<file path="src/rtl/mem_port_arbiter_if.sv">
// ---------------------------------------------------------------------------
// mem_port_arbiter_if
//
// Bundles the two requester handshakes (instruction fetch, data memory), the
// shared memory port and the status outputs of mem_port_arbiter.
//
// Modports:
//   master - arbiter side. Takes the requests and the memory response, and
//            drives the memory request, the acks, the read data, the stalls
//            and timeout_err.
//   slave  - environment side. Pipeline stages plus the memory model: they
//            drive the requests and the memory response.
// ---------------------------------------------------------------------------
interface mem_port_arbiter_if #(
  parameter int unsigned ADDR_W = 16,
  parameter int unsigned DATA_W = 16
);
  // Instruction fetch requester (read-only)
  logic              if_req;
  logic [ADDR_W-1:0] if_addr;
  logic [DATA_W-1:0] if_rdata;
  logic              if_ack;

  // Data-memory requester (read/write)
  logic              dm_req;
  logic              dm_we;
  logic [ADDR_W-1:0] dm_addr;
  logic [DATA_W-1:0] dm_wdata;
  logic [DATA_W-1:0] dm_rdata;
  logic              dm_ack;

  // Shared memory port
  logic              mem_req;
  logic              mem_we;
  logic [ADDR_W-1:0] mem_addr;
  logic [DATA_W-1:0] mem_wdata;
  logic [DATA_W-1:0] mem_rdata;
  logic              mem_ack;

  // Pipeline status
  logic              stall_if;
  logic              stall_dm;
  logic              timeout_err;

  modport master (
    input  if_req, if_addr, dm_req, dm_we, dm_addr, dm_wdata, mem_rdata, mem_ack,
    output if_rdata, if_ack, dm_rdata, dm_ack, mem_req, mem_we, mem_addr, mem_wdata,
    output stall_if, stall_dm, timeout_err
  );

  modport slave (
    output if_req, if_addr, dm_req, dm_we, dm_addr, dm_wdata, mem_rdata, mem_ack,
    input  if_rdata, if_ack, dm_rdata, dm_ack, mem_req, mem_we, mem_addr, mem_wdata,
    input  stall_if, stall_dm, timeout_err
  );
endinterface

</file>
<file path="src/rtl/mem_port_arbiter.sv">
// ---------------------------------------------------------------------------
// mem_port_arbiter
//
// Shares one memory port between instruction fetch (IF) and the data-memory
// stage (DM). Each access runs IDLE -> BUSY_x -> DONE -> IDLE. A wait counter
// aborts an access that sees no mem_ack within TIMEOUT busy cycles. The abort
// completes with zero read data and sets the sticky timeout_err flag.
//
// Ports:
//   clk  - rising-edge clock
//   rst  - asynchronous active-low reset
//   bus  - mem_port_arbiter_if.master. Carries the requester handshakes, the
//          registered memory port, the combinational stalls and timeout_err.
//
// Build option:
//   MCPU_ARB_RR_EN - when defined, simultaneous IF+DM requests alternate via a
//                    last-grant pointer. Otherwise DM always wins ties.
// ---------------------------------------------------------------------------
module mem_port_arbiter #(
  parameter int unsigned ADDR_W  = 16,
  parameter int unsigned DATA_W  = 16,
  parameter int unsigned TIMEOUT = 15   // 1..255
) (
  input logic                clk,
  input logic                rst,
  mem_port_arbiter_if.master bus
);

  typedef enum logic [1:0] {StIdle, StBusyIf, StBusyDm, StDone} state_e;

  localparam logic [7:0] TimeoutLast = 8'(TIMEOUT - 1);

  state_e            state_q;
  logic [7:0]        cnt_q;
  logic              mem_req_q;
  logic              mem_we_q;
  logic [ADDR_W-1:0] mem_addr_q;
  logic [DATA_W-1:0] mem_wdata_q;
  logic              if_ack_q;
  logic              dm_ack_q;
  logic [DATA_W-1:0] if_rdata_q;
  logic [DATA_W-1:0] dm_rdata_q;
  logic              timeout_err_q;
  logic              grant_dm;

`ifdef MCPU_ARB_RR_EN
  logic last_dm_q;  // 1: DM was granted last, 0: IF (reset value)

  always_comb begin
    grant_dm = bus.dm_req;
    if (bus.dm_req && bus.if_req) begin
      grant_dm = ~last_dm_q;
    end
  end
`else
  always_comb begin
    grant_dm = bus.dm_req;
  end
`endif

  always_ff @(posedge clk or negedge rst) begin
    if (!rst) begin
      state_q       <= StIdle;
      cnt_q         <= '0;
      mem_req_q     <= 1'b0;
      mem_we_q      <= 1'b0;
      mem_addr_q    <= '0;
      mem_wdata_q   <= '0;
      if_ack_q      <= 1'b0;
      dm_ack_q      <= 1'b0;
      if_rdata_q    <= '0;
      dm_rdata_q    <= '0;
      timeout_err_q <= 1'b0;
`ifdef MCPU_ARB_RR_EN
      last_dm_q     <= 1'b0;
`endif
    end else begin
      // Acks are single-cycle pulses: only the completing edge raises them.
      if_ack_q <= 1'b0;
      dm_ack_q <= 1'b0;
      case (state_q)
        StIdle: begin
          if (bus.if_req || bus.dm_req) begin
            cnt_q     <= '0;
            mem_req_q <= 1'b1;
            if (grant_dm) begin
              state_q     <= StBusyDm;
              mem_we_q    <= bus.dm_we;
              mem_addr_q  <= bus.dm_addr;
              mem_wdata_q <= bus.dm_wdata;
            end else begin
              state_q     <= StBusyIf;
              mem_we_q    <= 1'b0;
              mem_addr_q  <= bus.if_addr;
              mem_wdata_q <= '0;
            end
`ifdef MCPU_ARB_RR_EN
            last_dm_q <= grant_dm;
`endif
          end
        end
        StBusyIf, StBusyDm: begin
          // A mem_ack on the same edge as the timeout wins.
          if (bus.mem_ack) begin
            mem_req_q <= 1'b0;
            mem_we_q  <= 1'b0;
            state_q   <= StDone;
            if (state_q == StBusyIf) begin
              if_ack_q   <= 1'b1;
              if_rdata_q <= bus.mem_rdata;
            end else begin
              dm_ack_q <= 1'b1;
              // Writes return no data; keep the last read value.
              if (!mem_we_q) begin
                dm_rdata_q <= bus.mem_rdata;
              end
            end
          end else if (cnt_q == TimeoutLast) begin
            mem_req_q     <= 1'b0;
            mem_we_q      <= 1'b0;
            timeout_err_q <= 1'b1;
            state_q       <= StDone;
            if (state_q == StBusyIf) begin
              if_ack_q   <= 1'b1;
              if_rdata_q <= '0;
            end else begin
              dm_ack_q   <= 1'b1;
              dm_rdata_q <= '0;
            end
          end else begin
            cnt_q <= cnt_q + 8'd1;
          end
        end
        // One dead cycle so a requester still holding req is not re-granted.
        StDone:  state_q <= StIdle;
        default: state_q <= StIdle;
      endcase
    end
  end

  assign bus.mem_req     = mem_req_q;
  assign bus.mem_we      = mem_we_q;
  assign bus.mem_addr    = mem_addr_q;
  assign bus.mem_wdata   = mem_wdata_q;
  assign bus.if_ack      = if_ack_q;
  assign bus.dm_ack      = dm_ack_q;
  assign bus.if_rdata    = if_rdata_q;
  assign bus.dm_rdata    = dm_rdata_q;
  assign bus.timeout_err = timeout_err_q;
  assign bus.stall_if    = bus.if_req & ~if_ack_q;
  assign bus.stall_dm    = bus.dm_req & ~dm_ack_q;

endmodule

</file>
<file path="src/flat_wrapper.sv">
// flat-port wrapper written by rule: the top's interface ports become plain ports
module mem_port_arbiter_flat 
#(
  parameter int unsigned ADDR_W  = 16,
  parameter int unsigned DATA_W  = 16,
  parameter int unsigned TIMEOUT = 15            
)
  (clk, rst, bus_if_req, bus_if_addr, bus_dm_req, bus_dm_we, bus_dm_addr, bus_dm_wdata, bus_mem_rdata, bus_mem_ack, bus_if_rdata, bus_if_ack, bus_dm_rdata, bus_dm_ack, bus_mem_req, bus_mem_we, bus_mem_addr, bus_mem_wdata, bus_stall_if, bus_stall_dm, bus_timeout_err);
  mem_port_arbiter_if #(.ADDR_W(ADDR_W), .DATA_W(DATA_W)) bus_i ();
  input logic clk;
  input logic rst;
  input wire logic [$bits(bus_i.if_req)-1:0] bus_if_req;
  input wire logic [$bits(bus_i.if_addr)-1:0] bus_if_addr;
  input wire logic [$bits(bus_i.dm_req)-1:0] bus_dm_req;
  input wire logic [$bits(bus_i.dm_we)-1:0] bus_dm_we;
  input wire logic [$bits(bus_i.dm_addr)-1:0] bus_dm_addr;
  input wire logic [$bits(bus_i.dm_wdata)-1:0] bus_dm_wdata;
  input wire logic [$bits(bus_i.mem_rdata)-1:0] bus_mem_rdata;
  input wire logic [$bits(bus_i.mem_ack)-1:0] bus_mem_ack;
  output wire logic [$bits(bus_i.if_rdata)-1:0] bus_if_rdata;
  output wire logic [$bits(bus_i.if_ack)-1:0] bus_if_ack;
  output wire logic [$bits(bus_i.dm_rdata)-1:0] bus_dm_rdata;
  output wire logic [$bits(bus_i.dm_ack)-1:0] bus_dm_ack;
  output wire logic [$bits(bus_i.mem_req)-1:0] bus_mem_req;
  output wire logic [$bits(bus_i.mem_we)-1:0] bus_mem_we;
  output wire logic [$bits(bus_i.mem_addr)-1:0] bus_mem_addr;
  output wire logic [$bits(bus_i.mem_wdata)-1:0] bus_mem_wdata;
  output wire logic [$bits(bus_i.stall_if)-1:0] bus_stall_if;
  output wire logic [$bits(bus_i.stall_dm)-1:0] bus_stall_dm;
  output wire logic [$bits(bus_i.timeout_err)-1:0] bus_timeout_err;
  assign bus_i.if_req = bus_if_req;
  assign bus_i.if_addr = bus_if_addr;
  assign bus_i.dm_req = bus_dm_req;
  assign bus_i.dm_we = bus_dm_we;
  assign bus_i.dm_addr = bus_dm_addr;
  assign bus_i.dm_wdata = bus_dm_wdata;
  assign bus_i.mem_rdata = bus_mem_rdata;
  assign bus_i.mem_ack = bus_mem_ack;
  assign bus_if_rdata = bus_i.if_rdata;
  assign bus_if_ack = bus_i.if_ack;
  assign bus_dm_rdata = bus_i.dm_rdata;
  assign bus_dm_ack = bus_i.dm_ack;
  assign bus_mem_req = bus_i.mem_req;
  assign bus_mem_we = bus_i.mem_we;
  assign bus_mem_addr = bus_i.mem_addr;
  assign bus_mem_wdata = bus_i.mem_wdata;
  assign bus_stall_if = bus_i.stall_if;
  assign bus_stall_dm = bus_i.stall_dm;
  assign bus_timeout_err = bus_i.timeout_err;
  mem_port_arbiter #(.ADDR_W(ADDR_W), .DATA_W(DATA_W), .TIMEOUT(TIMEOUT)) u_core (.clk(clk), .rst(rst), .bus(bus_i));
endmodule
</file>
<file path="config.mk">
export PLATFORM = sky130hd
export DESIGN_NAME = mem_port_arbiter_flat
export DESIGN_NICKNAME = d
export VERILOG_FILES = /design/src/rtl/mem_port_arbiter_if.sv /design/src/rtl/mem_port_arbiter.sv /design/src/flat_wrapper.sv
export SDC_FILE = /design/constraint.sdc
export NUM_CORES = 1
export LEC_CHECK = 0
export BUFFER_PORTS_ARGS = -buffer_cell sky130_fd_sc_hd__buf_2
export CORE_AREA = 2 2 93 95
export DETAILED_ROUTE_END_ITERATION = 10
export DIE_AREA = 0 0 95 97
export HOLD_SLACK_MARGIN = 0.12
export MAX_ROUTING_LAYER = met4
export PLACE_DENSITY = 0.81
export SLEW_MARGIN = 20
export SYNTH_ARGS = -nofsm -noshare
export SYNTH_HDL_FRONTEND = slang
export SYNTH_SLANG_ARGS = --single-unit
export TNS_END_PERCENT = 5
</file>
<file path="constraint.sdc">
create_clock -name clk -period 4.81 [get_ports clk]
set_clock_uncertainty 0.2 [all_clocks]
set_input_delay 0.962 -clock clk [delete_from_list [all_inputs] [get_ports clk]]
set_output_delay 0.962 -clock clk [all_outputs]
set_load 0.02 [all_outputs]
</file>
Word level (Yosys, flattened, before mapping). Cells that the tools add are included.

Bits in registers: 79. Bits of input ports: 70. Output and inout bits: 71.

Add/sub/neg operators: 1. Eq/ne operators: 9. Muxes and demuxes: 35. Bitwise operators: 6. Reduce and logical (&&, ||, !) cells: 12.

Operator list (count): 16-bit 2-to-1 mux (11); 8-bit 2-to-1 mux (3); 8-bit case mux with 2 select lines (1); 1-bit 2-to-1 mux (13); 3-bit AND reduction (3); 8-bit by 1-bit adder with 8-bit output, second input constant (1); 8-bit by 4-bit equality test with 1-bit output, second input constant (1); 2-bit 2-to-1 mux (4); 4-bit AND reduction (2); 2-bit inequality test, second input constant (3); 2-bit case mux with 3 select lines (1); 2-bit equality test, second input constant (2); 1-bit inverter (4); 1-bit case mux with 2 select lines (2); 2-bit AND reduction (2); 2-bit nonzero test (2); 3-bit by 2-bit inequality test with 1-bit output, second input constant (1); 1-bit bitwise AND (2); 2-bit by 1-bit equality test with 1-bit output, second input constant (1); 2-bit zero test (1); 2-bit by 1-bit inequality test with 1-bit output, second input constant (1); 2-bit OR reduction (1); 1-bit logical OR (1).

Longest topological paths before layout. Gate-level depths: netlist (run 1).

Depth after elaboration: 5. Gate-level depth with buffers: 8. Gate-level depth less buffers: 6.

Worst setup path after synthesis (run 1). Ideal clock, no wire load.

Path kind: input to output. From: input port bus_dm_req. To: output port bus_stall_dm. Arrival time: 1888 ps. Setup slack: 1760 ps. Stages: 3. Cell sequence: clkbuf_1 clkbuf_1 nor2b_1.

Cells in the longest elaborated chain, start to end: 1.

Ends and longest elaborated chain: start, declared (RTL line flat_wrapper.sv:14) `input wire logic [$bits(bus_i.dm_req)-1:0] bus_dm_req;`; 1-bit bitwise AND (RTL line mem_port_arbiter.sv:151) `assign bus.stall_dm = bus.dm_req & ~dm_ack_q;`; end, declared (RTL line flat_wrapper.sv:29) `output wire logic [$bits(bus_i.stall_dm)-1:0] bus_stall_dm;`.

Every way passes these cells.

Worst setup path in the final report (run 1). Same ends and word-level chain as after synthesis.

==> impl_metrics.csv, run 1 <==
group,metric,value,unit
clock_network,post-cts-setup-buffer-count,0,
clock_network,clock_tree.root_cell,"clkbuf_8",
worst_setup_path,worstRegToRegCells,7,
worst_setup_path,crit_arrival,1.82,ns
placement,pre_cts_slack,1.84,ns
worst_setup_path,slowest_stage,"buf_2",
placement,detailed_place.area,4350,sq um
timing,rsz_0062_raised_after_global_routing,"false",
worst_setup_path,cp-start-kind,"primary input",
clock_network,tritoncts,"built",
synthesis,synth_warnings,0,
synthesis,yosys.area.top_type,"dfrtp_1",
global_route,grt_usage,19.8,%
placement,post-dp-hpwl,6030,um
detailed_routing,detail_route.wirelength,8740,um
timing,timing.fmax,336,MHz
floorplan,die_x,95,um
final_layout,share_of_cells_above_drive_strength_1,36.0,%
outcome,status,"finished, final reports clean",
final_layout,syn2layout_area_growth,26.7,%
synthesis,ys_ff_latch,79,
final_layout,nets,529,
min_path,hold_path_class,"flip-flop to flip-flop",
timing,finalSetupViolations,0,
timing,totalNegativeSetupSlack,0,ns
synthesis,number_of_standard_cells_after_synthesis,325,
final_layout,fillCellCount,696,
clock_network,clock-sinks,79,
worst_setup_path,critical-path-top-cell-by-count,"buf_2",
synthesis,synthTopCellsByArea,"dfrtp_1, a22o_1, o21ai_0",
clock_network,worst_setup_hold_path_clk_slew,0.07,ns
detailed_routing,avgRoutedWirePerCell,15.6,um
synthesis,synth_area_per_cell,11.1,sq um
detailed_routing,route.vias.total,3049,
clock_network,clock_path_buffers,2,
worst_setup_path,timing.critical_path.fanout_max,24,
clock_network,cts_hold_fix_bufs,0,
floorplan,design.die.area,9220,sq um
synthesis,post_syn_nets,401,
placement,port_buffers,140,
min_path,hold_path_depth,1,
synthesis,seq_area_frac_synth,55.0,%
worst_setup_path,endpoint_kind,"output pin",
worst_setup_path,worst_ep_required_time,3.65,ns
timing,endpoints_failing_hold,0,
synthesis,synth-async-reset-ratio,100,%
detailed_routing,first_iter_violations,157,
synthesis,number_of_distinct_library_cells_after_synthesis,38,
synthesis,top_post_synthesis_cells_by_count,"dfrtp_1, a22o_1, o21ai_0, clkbuf_1, nand2_1",
synthesis,synth.most_common_cell,"dfrtp_1",
pwr,cellPowerDensity,740,nW/um^2
worst_setup_path,crit_path_cell_trace,"buf_2 -> nor2b_1 -> buf_2",
job,maxcap_viol_count,0,
synthesis,synth.top_cell.area_share,55.0,%
final_layout,antenna_cells,0,
floorplan,die_h,97,um
pwr,power.total,3.37,mW
detailed_routing,via_per_inst,5.43,
detailed_routing,drc,0,
clock_network,tritoncts.num_buffers,9,
synthesis,synthesis.area,3600,sq um
final_layout,layout.cells.non_filler,561,
placement,gp_congestion,0.778,
final_layout,seq_area,1980,sq um
worst_setup_path,crit_path_max_incr_delay,0.48,ns
synthesis,synth_ff_type,"dfrtp_1",
worst_setup_path,timing.setup.critical_path_class,"primary input to output pin",
pwr,power.static_leakage,2.38,nW
floorplan,placeableCoreArea,8130,sq um
floorplan,rows,33,
floorplan,floorplan.io_pins,141,
final_layout,multi_input_comb_area,1450,sq um
global_route,antenna_found_initial,0,
global_route,grt_max_degree,80,
timing,slew_violations,0,
global_route,grt_pass1_vias,2916,
detailed_routing,drtAntennaViolNets,0,
clock_network,htree_levels,3,
floorplan,initial_utilization,44.2,%
timing,timing.final.crit_period,2.98,ns
global_route,first_pass_grt_wire_length,14000,um
timing,finalWorstSetupSlack,1.83,ns
detailed_routing,drtPass1Iterations,4,
final_layout,final_design_area_no_fill,4560,sq um
timing,post-route-period-util,61.9,%
placement,post-place-cells,546,
clock_network,post_cts_resized,0,
pwr,power.ir.vdd_worst,0.332,mV
synthesis,number_of_enable_flip_flop_cells_after_synthesis,0,
timing,worst_pin_slew,0.822,ns
global_route,globalRoute.totalOverflow,0,
timing,max_slew_margin,45.1,%
clock_network,worstSkewPairLatency,0.33,ns
## registers in the layout, summed over array words and instances, names as in the netlist
signal / cells
u_core.bus.dm_ack: 1
u_core.bus.dm_rdata: 16
u_core.bus.if_ack: 1
u_core.bus.if_rdata: 16
u_core.bus.mem_addr: 16
u_core.bus.mem_req: 1
u_core.bus.mem_wdata: 16
u_core.bus.mem_we: 1
u_core.bus.timeout_err: 1
u_core.cnt_q: 8
u_core.state_q: 2
## worst paths after layout
path | start | endpoint | slack [ns]
min | u_core.bus.timeout_err | u_core.bus.timeout_err | 0.26
min reg2reg | u_core.bus.timeout_err | u_core.bus.timeout_err | 0.26
max reg2reg | u_core.state_q[0] | u_core.cnt_q[5] | 2.30
max in group asynchronous | rst | u_core.bus.mem_wdata[6] | 3.52
max | bus_dm_req | bus_stall_dm | 1.83
min in group asynchronous | rst | u_core.bus.if_rdata[11] | 0.32
## kinds of logic after synthesis
group           after synthesis  synth area share (%)
compound gates              106                  22.0
fa+ha+maj                     6                  2.09
buf+inv                      47                  4.98
flops                        79                  55.0
mux                          19                  5.32
simple gates                 68                  10.6
## report_power, final
part / internal (mW) / total [mW] / switching (mW) / leakage (nW)
clock network: 0.233 / 0.455 / 0.222 / 0.0920
registers: 0.993 / 1.24 / 0.250 / 0.985
logic: 0.646 / 1.67 / 1.03 / 1.30
total: 1.87 / 3.37 / 1.50 / 2.38
## metal layers
metal / global-route usage (%) / up-vias / share of wire, %
met1: 27.2 / 1452 / 45
met5: - / - / 0
met2: 29.6 / 140 / 47
met4: 6.13 / 0 / 0.77
li1: - / 1451 / -
met3: 3.89 / 6 / 7.3
## critical path: cells and delay by family
kind                   cells  cell delay, ns
buffers and inverters      2            0.65
AND/OR/NAND/NOR            1            0.19
## through the flow
step | hold slack [ns] | util (%)
2_1_floorplan | 0.297 | -
3_3_place_gp | 0.244 | 53.5
3_5_place_dp | 0.248 | 53.5
4_1_cts | 0.264 | 55.6
5_1_grt | 0.295 | 56.0
6_report | 0.260 | 56.0
## placed cells by master, fill, tap and decap left out, types with 2 or more instances in the layout
cell type	n
nor2b_1	4
nand2_1	22
clkbuf_8	9
nand3_1	5
dfrtp_1	79
inv_1	21
buf_4	3
a21o_1	2
or3_1	2
buf_2	139
mux2i_1	18
clkinv_2	2
and2_1	2
ha_1	6
nand2b_1	2
a211o_1	5
o21ai_0	37
nand4_1	20
a22o_1	50
nor4b_1	2
## final cells by class
class | instances | area share (%)
clock inverter | 4 | 1.07
tap | 105 | 2.88
sequential | 79 | 43.4
clock buffer | 10 | 2.80
inverter | 21 | 1.73
timing repair buffer | 143 | 16.4
multi-input combinational | 199 | 31.7
Note: power is estimated with default switching activity, not from simulation.
==> run 2: changes to the inputs <==
--- a/config.mk
+++ b/config.mk
@@ -6,12 +6,12 @@
 export NUM_CORES = 1
 export LEC_CHECK = 0
 export BUFFER_PORTS_ARGS = -buffer_cell sky130_fd_sc_hd__buf_2
-export CORE_AREA = 2 2 93 95
+export CORE_AREA = 2 2 94 96
 export DETAILED_ROUTE_END_ITERATION = 10
-export DIE_AREA = 0 0 95 97
+export DIE_AREA = 0 0 96 98
 export HOLD_SLACK_MARGIN = 0.12
 export MAX_ROUTING_LAYER = met4
-export PLACE_DENSITY = 0.81
+export PLACE_DENSITY = 0.83
 export SLEW_MARGIN = 20
 export SYNTH_ARGS = -nofsm -noshare
 export SYNTH_HDL_FRONTEND = slang
==> constraint.sdc (replaced) <==
create_clock -name clk -period 2.5 [get_ports clk]
set_clock_uncertainty 0.2 [all_clocks]
set_input_delay 0.5 -clock clk [delete_from_list [all_inputs] [get_ports clk]]
set_output_delay 0.5 -clock clk [all_outputs]
set_load 0.02 [all_outputs]
==> impl_metrics.csv, run 2 (synthesis gave the netlist of run 1 again) <==
group,metric,value,unit
final_layout,antenna_cells,0,
final_layout,nets,538,
global_route,grt_pass1_vias,3163,
clock_network,tritoncts.num_buffers,9,
final_layout,syn2layout_area_growth,30.5,%
clock_network,worst_setup_hold_path_clk_slew,0.08,ns
global_route,grt_usage,20.3,%
placement,gp_congestion,0.914,
worst_setup_path,cp-start-kind,"flip-flop",
timing,timing.final.crit_period,2.36,ns
floorplan,die_x,96,um
floorplan,initial_utilization,42.5,%
placement,detailed_place.area,4450,sq um
detailed_routing,drc,0,
worst_setup_path,crit_path_max_incr_delay,0.49,ns
worst_setup_path,crit_path_cell_trace,"inv_1 -> ha_1 -> or4b_4 -> o31ai_4 -> a21oi_2 -> mux2_1",
timing,post-route-period-util,94.4,%
timing,rsz_0062_raised_after_global_routing,"false",
min_path,hold_path_depth,2,
clock_network,tritoncts,"built",
worst_setup_path,timing.critical_path.fanout_max,9,
min_path,hold_path_class,"primary input to flip-flop",
worst_setup_path,timing.critical_path.depth,6,
worst_setup_path,timing.setup.critical_path_class,"flip-flop to flip-flop",
detailed_routing,route.vias.total,3157,
final_layout,final_design_area_no_fill,4690,sq um
final_layout,layout_commonest_cell,"buf_2",
final_layout,mostFrequentLayoutCells,"buf_2, dfrtp_1, a22o_1",
timing,slew_violations,0,
final_layout,fillCellCount,743,
worst_setup_path,slowest_stage,"or4b_4",
clock_network,clock_tree.root_cell,"clkbuf_8",
worst_setup_path,crit_arrival,2.39,ns
placement,post-dp-hpwl,6560,um
worst_setup_path,endpoint_kind,"flip-flop",
clock_network,htree_levels,3,
pwr,power.total,6.81,mW
detailed_routing,first_iter_violations,152,
floorplan,rows,34,
global_route,globalRoute.totalOverflow,0,
detailed_routing,detail_route.wirelength,9230,um
detailed_routing,drtPass1Iterations,4,
detailed_routing,avgRoutedWirePerCell,16.0,um
outcome,status,"finished, final reports clean",
detailed_routing,via_per_inst,5.49,
placement,port_buffers,140,
worst_setup_path,worstRegToRegCells,6,
global_route,first_pass_grt_wire_length,14700,um
worst_setup_path,path_buf_inv,1,
pwr,power.static_leakage,2.45,nW
timing,finalSetupViolations,0,
clock_network,worstSkewPairLatency,0.34,ns
worst_setup_path,worst_ep_required_time,2.53,ns
floorplan,die_h,98,um
timing,endpoints_failing_hold,0,
global_route,antenna_found_initial,0,
clock_network,clock-sinks,79,
clock_network,clock_path_buffers,2,
floorplan,design.die.area,9410,sq um
pwr,cellPowerDensity,1450,nW/um^2
floorplan,placeableCoreArea,8470,sq um
global_route,grt_max_degree,80,
floorplan,floorplan.io_pins,141,
job,maxcap_viol_count,0,
timing,totalNegativeSetupSlack,0,ns
worst_setup_path,worst_path_dominant_cell_family,"compound AO/OA/AOI/OAI gates",
detailed_routing,drtAntennaViolNets,0,
final_layout,share_of_cells_above_drive_strength_1,37.5,%
timing,max_slew_margin,55.4,%
timing,timing.fmax,424,MHz
timing,worst_pin_slew,0.668,ns
pwr,power.ir.vdd_worst,0.710,mV
-- run 2: per-stage QoR --
stage | utilization, % | cells | setup slack [ns] | hold WS [ns]
detailed placement | 52.5 | 558 | 0.121 | 0.248
CTS | 55.3 | 575 | 0.104 | 0.154
finish | 55.4 | 575 | 0.139 | 0.170
global placement | 52.5 | 558 | 0.200 | 0.246
floorplan | - | 325 | 0.289 | 0.00441
global route | 55.4 | 575 | 0.0184 | 0.157
-- run 2: worst register-to-register path: cells and delay by family (launching register included) --
| family | cells | cell delay (ns) |
|---|---|---|
| AOI/OAI and AO/OA | 2 | 0.53 |
| adders and majority gates | 1 | 0.14 |
| buffers and inverters | 1 | 0.12 |
| DFF | 1 | 0.45 |
| muxes | 1 | 0.32 |
| and+or+nand+nor | 1 | 0.49 |
-- run 2: report_power, final --
| group | leakage [nW] | total [mW] | switching, mW | internal (mW) |
|---|---|---|---|---|
| Sequential | 0.985 | 2.37 | 0.459 | 1.91 |
| Clock | 0.116 | 1.08 | 0.501 | 0.577 |
| Combinational | 1.34 | 3.36 | 2.04 | 1.32 |
| Total | 2.45 | 6.81 | 3.00 | 3.80 |
-- run 2: final timing paths --
check                                            start                      end  slack, ns
worst max register to register         u_core.cnt_q[0]          u_core.cnt_q[1]       0.14
worst max-delay path                   u_core.cnt_q[0]          u_core.cnt_q[1]       0.14
worst min-delay path                   bus_dm_wdata[7]  u_core.bus.mem_wdata[7]       0.17
worst min register to register  u_core.bus.timeout_err   u_core.bus.timeout_err       0.28
min in group asynchronous                          rst  u_core.bus.mem_wdata[7]       0.50
max in group asynchronous                          rst          u_core.cnt_q[1]       1.27
-- run 2: timing repair --
item	4_1_cts	5_1_grt
hold endpoints to repair	79	0
hold buffers	1	0
buffers inserted	0	0
gates resized for setup	0	2
setup endpoints to repair	0	8
-- run 2: area by class of cell --
| cell class | instances | area (sq um) | area share [%] |
|---|---|---|---|
| well taps | 108 | 135 | 2.88 |
| repair buffers | 152 | 821 | 17.5 |
| inverters | 21 | 78.8 | 1.68 |
| clock inverters | 7 | 103 | 2.19 |
| flip-flops and latches | 79 | 1980 | 42.1 |
| multi-input cells | 199 | 1450 | 31.0 |
| clock buffers | 9 | 124 | 2.64 |
-- run 2: per-layer routing --
layer,up-vias,global-route usage [%],share of wire [%]
met5,-,-,0
met4,0,6.37,1.2
met3,11,3.63,7.2
met2,145,33.5,49
met1,1529,25.2,43
li1,1472,-,-
==> run 3: changes to the inputs <==
--- a/config.mk
+++ b/config.mk
@@ -12,6 +12,7 @@
 export HOLD_SLACK_MARGIN = 0.12
 export MAX_ROUTING_LAYER = met4
 export PLACE_DENSITY = 0.83
+export SETUP_SLACK_MARGIN = 0.5
 export SLEW_MARGIN = 20
 export SYNTH_ARGS = -nofsm -noshare
 export SYNTH_HDL_FRONTEND = slang
==> impl_metrics.csv, run 3 (synthesis gave the netlist of run 1 again) <==
group,metric,value,unit
floorplan,design.die.area,9410,sq um
global_route,antenna_found_initial,0,
clock_network,clock-sinks,79,
worst_setup_path,crit_arrival,2.30,ns
floorplan,initial_utilization,42.5,%
job,maxcap_viol_count,0,
final_layout,syn2layout_area_growth,32.3,%
worst_setup_path,endpoint_kind,"flip-flop",
worst_setup_path,worstSetupStartpoint,"u_core.cnt_q[0]",
timing,rsz_0062_raised_after_global_routing,"true",
clock_network,worstSkewPairLatency,0.34,ns
detailed_routing,avgRoutedWirePerCell,15.9,um
timing,totalNegativeSetupSlack,0,ns
final_layout,layout_commonest_cell,"buf_2",
worst_setup_path,worst_setup_path_endpoint,"u_core.bus.mem_we",
detailed_routing,route.vias.total,3110,
worst_setup_path,regToRegStartpoint,"u_core.cnt_q[0]",
final_layout,fin_util,56.2,%
worst_setup_path,worst_ep_required_time,2.54,ns
global_route,globalRoute.totalOverflow,0,
floorplan,die_h,98,um
floorplan,placeableCoreArea,8470,sq um
worst_setup_path,crit_path_cell_trace,"inv_2 -> ha_1 -> or4b_4 -> o31a_1 -> or3_1 -> a32o_1",
detailed_routing,drtAntennaViolNets,0,
global_route,grt_pass1_vias,3111,
timing,max_slew_margin,56.0,%
pwr,cellPowerDensity,1460,nW/um^2
worst_setup_path,worstRegToRegCells,6,
worst_setup_path,reg2reg_slack,0.24,ns
detailed_routing,detail_route.wirelength,9220,um
timing,timing.fmax,442,MHz
worst_setup_path,crit_path_max_incr_delay,0.50,ns
placement,port_buffers,140,
worst_setup_path,timing.critical_path.fanout_max,3,
clock_network,worst_setup_hold_path_clk_slew,0.09,ns
global_route,grt_max_degree,49,
placement,gp_congestion,0.863,
clock_network,tritoncts.num_buffers,9,
floorplan,die_x,96,um
timing,slew_violations,0,
timing,finalSetupViolations,0,
final_layout,mostFrequentLayoutCells,"buf_2, dfrtp_1, a22o_1",
detailed_routing,first_iter_violations,123,
timing,endpoints_failing_hold,0,
clock_network,htree_levels,3,
clock_network,clock_tree.root_cell,"clkbuf_8",
pwr,power.ir.vdd_worst,0.612,mV
worst_setup_path,timing.setup.critical_path_class,"flip-flop to flip-flop",
detailed_routing,via_per_inst,5.36,
final_layout,share_of_cells_above_drive_strength_1,39.6,%
global_route,grt_usage,20.6,%
worst_setup_path,cp-start-kind,"flip-flop",
pwr,power.static_leakage,2.46,nW
min_path,hold_path_class,"primary input to flip-flop",
clock_network,clock_path_buffers,2,
final_layout,antenna_cells,0,
final_layout,nets,543,
placement,post-dp-hpwl,6550,um
outcome,status,"finished, final reports clean",
worst_setup_path,slowest_stage,"or4b_4",
floorplan,floorplan.io_pins,141,
timing,timing.final.crit_period,2.26,ns
global_route,first_pass_grt_wire_length,14800,um
detailed_routing,drc,0,
detailed_routing,drtPass1Iterations,5,
timing,post-route-period-util,90.5,%
clock_network,tritoncts,"built",
worst_setup_path,crit-reg2reg-capture,"u_core.bus.mem_we",
timing,worst_pin_slew,0.659,ns
floorplan,rows,34,
[run 3: power breakdown]
group          switching, mW  internal, mW
sequential             0.457          1.91
clock                  0.497         0.575
combinational           2.07          1.42
[run 3: stage by stage]
stage / hold WS, ns / setup slack (ns) / instances / power, mW / area, sq um
after floorplan: 0.00441 / 0.305 / 325 / 4.56 / 3600
after global placement: 0.246 / 0.192 / 556 / 5.55 / 4420
after detailed placement: 0.240 / 0.113 / 556 / 5.68 / 4420
after CTS: 0.146 / 0.238 / 579 / 6.93 / 4730
after global routing: 0.146 / 0.158 / 580 / 7.43 / 4760
final: 0.170 / 0.236 / 580 / 6.93 / 4760
[run 3: worst min-delay path by stage]
stage	depth (start not counted)	from	slack, ns	to
after floorplan	0	rst	0.004	u_core.bus.dm_ack
after global placement	1	u_core.bus.timeout_err	0.25	u_core.bus.timeout_err
after detailed placement	1	u_core.bus.timeout_err	0.24	u_core.bus.timeout_err
after CTS	2	bus_dm_wdata[13]	0.15	u_core.bus.mem_wdata[13]
after global routing	2	bus_dm_wdata[13]	0.15	u_core.bus.mem_wdata[13]
final	2	bus_dm_wdata[13]	0.17	u_core.bus.mem_wdata[13]
[run 3: what timing repair did]
action / 4_1_cts / 5_1_grt
resized for setup: 9 / 3
pin swaps: 3 / 1
hold buffers: 1 / 0
hold endpoints to repair: 41 / 0
buffers inserted: 6 / 1
setup endpoints to repair: 46 / 44
[run 3: area by class of cell]
| type | instances | area (sq um) |
|---|---|---|
| repair buffers | 157 | 850 |
| clock buffers | 9 | 124 |
| flip-flops and latches | 79 | 1980 |
| well taps | 108 | 135 |
| inverters | 21 | 78.8 |
| clock inverters | 7 | 103 |
| multi-input cells | 199 | 1490 |
| fillers | 718 | 3710 |
[run 3: worst max-delay path: cells and delay by family (launching register included)]
kind / cells / cell delay, ns
buffers and inverters: 1 / 0.06
adders and majority gates: 1 / 0.13
DFF: 1 / 0.41
and+or+nand+nor: 2 / 0.85
AOI/OAI and AO/OA: 2 / 0.52
[run 3: layer usage]
metal | vias to the layer above | share of wire, % | wire, um | GRT usage [%]
met5 | - | 0 | 0 | -
li1 | 1478 | - | - | -
met3 | 8 | 6.8 | 631 | 4.40
met1 | 1485 | 44 | 4050 | 27.4
met2 | 139 | 48 | 4440 | 31.5
met4 | 0 | 1.0 | 94 | 6.70
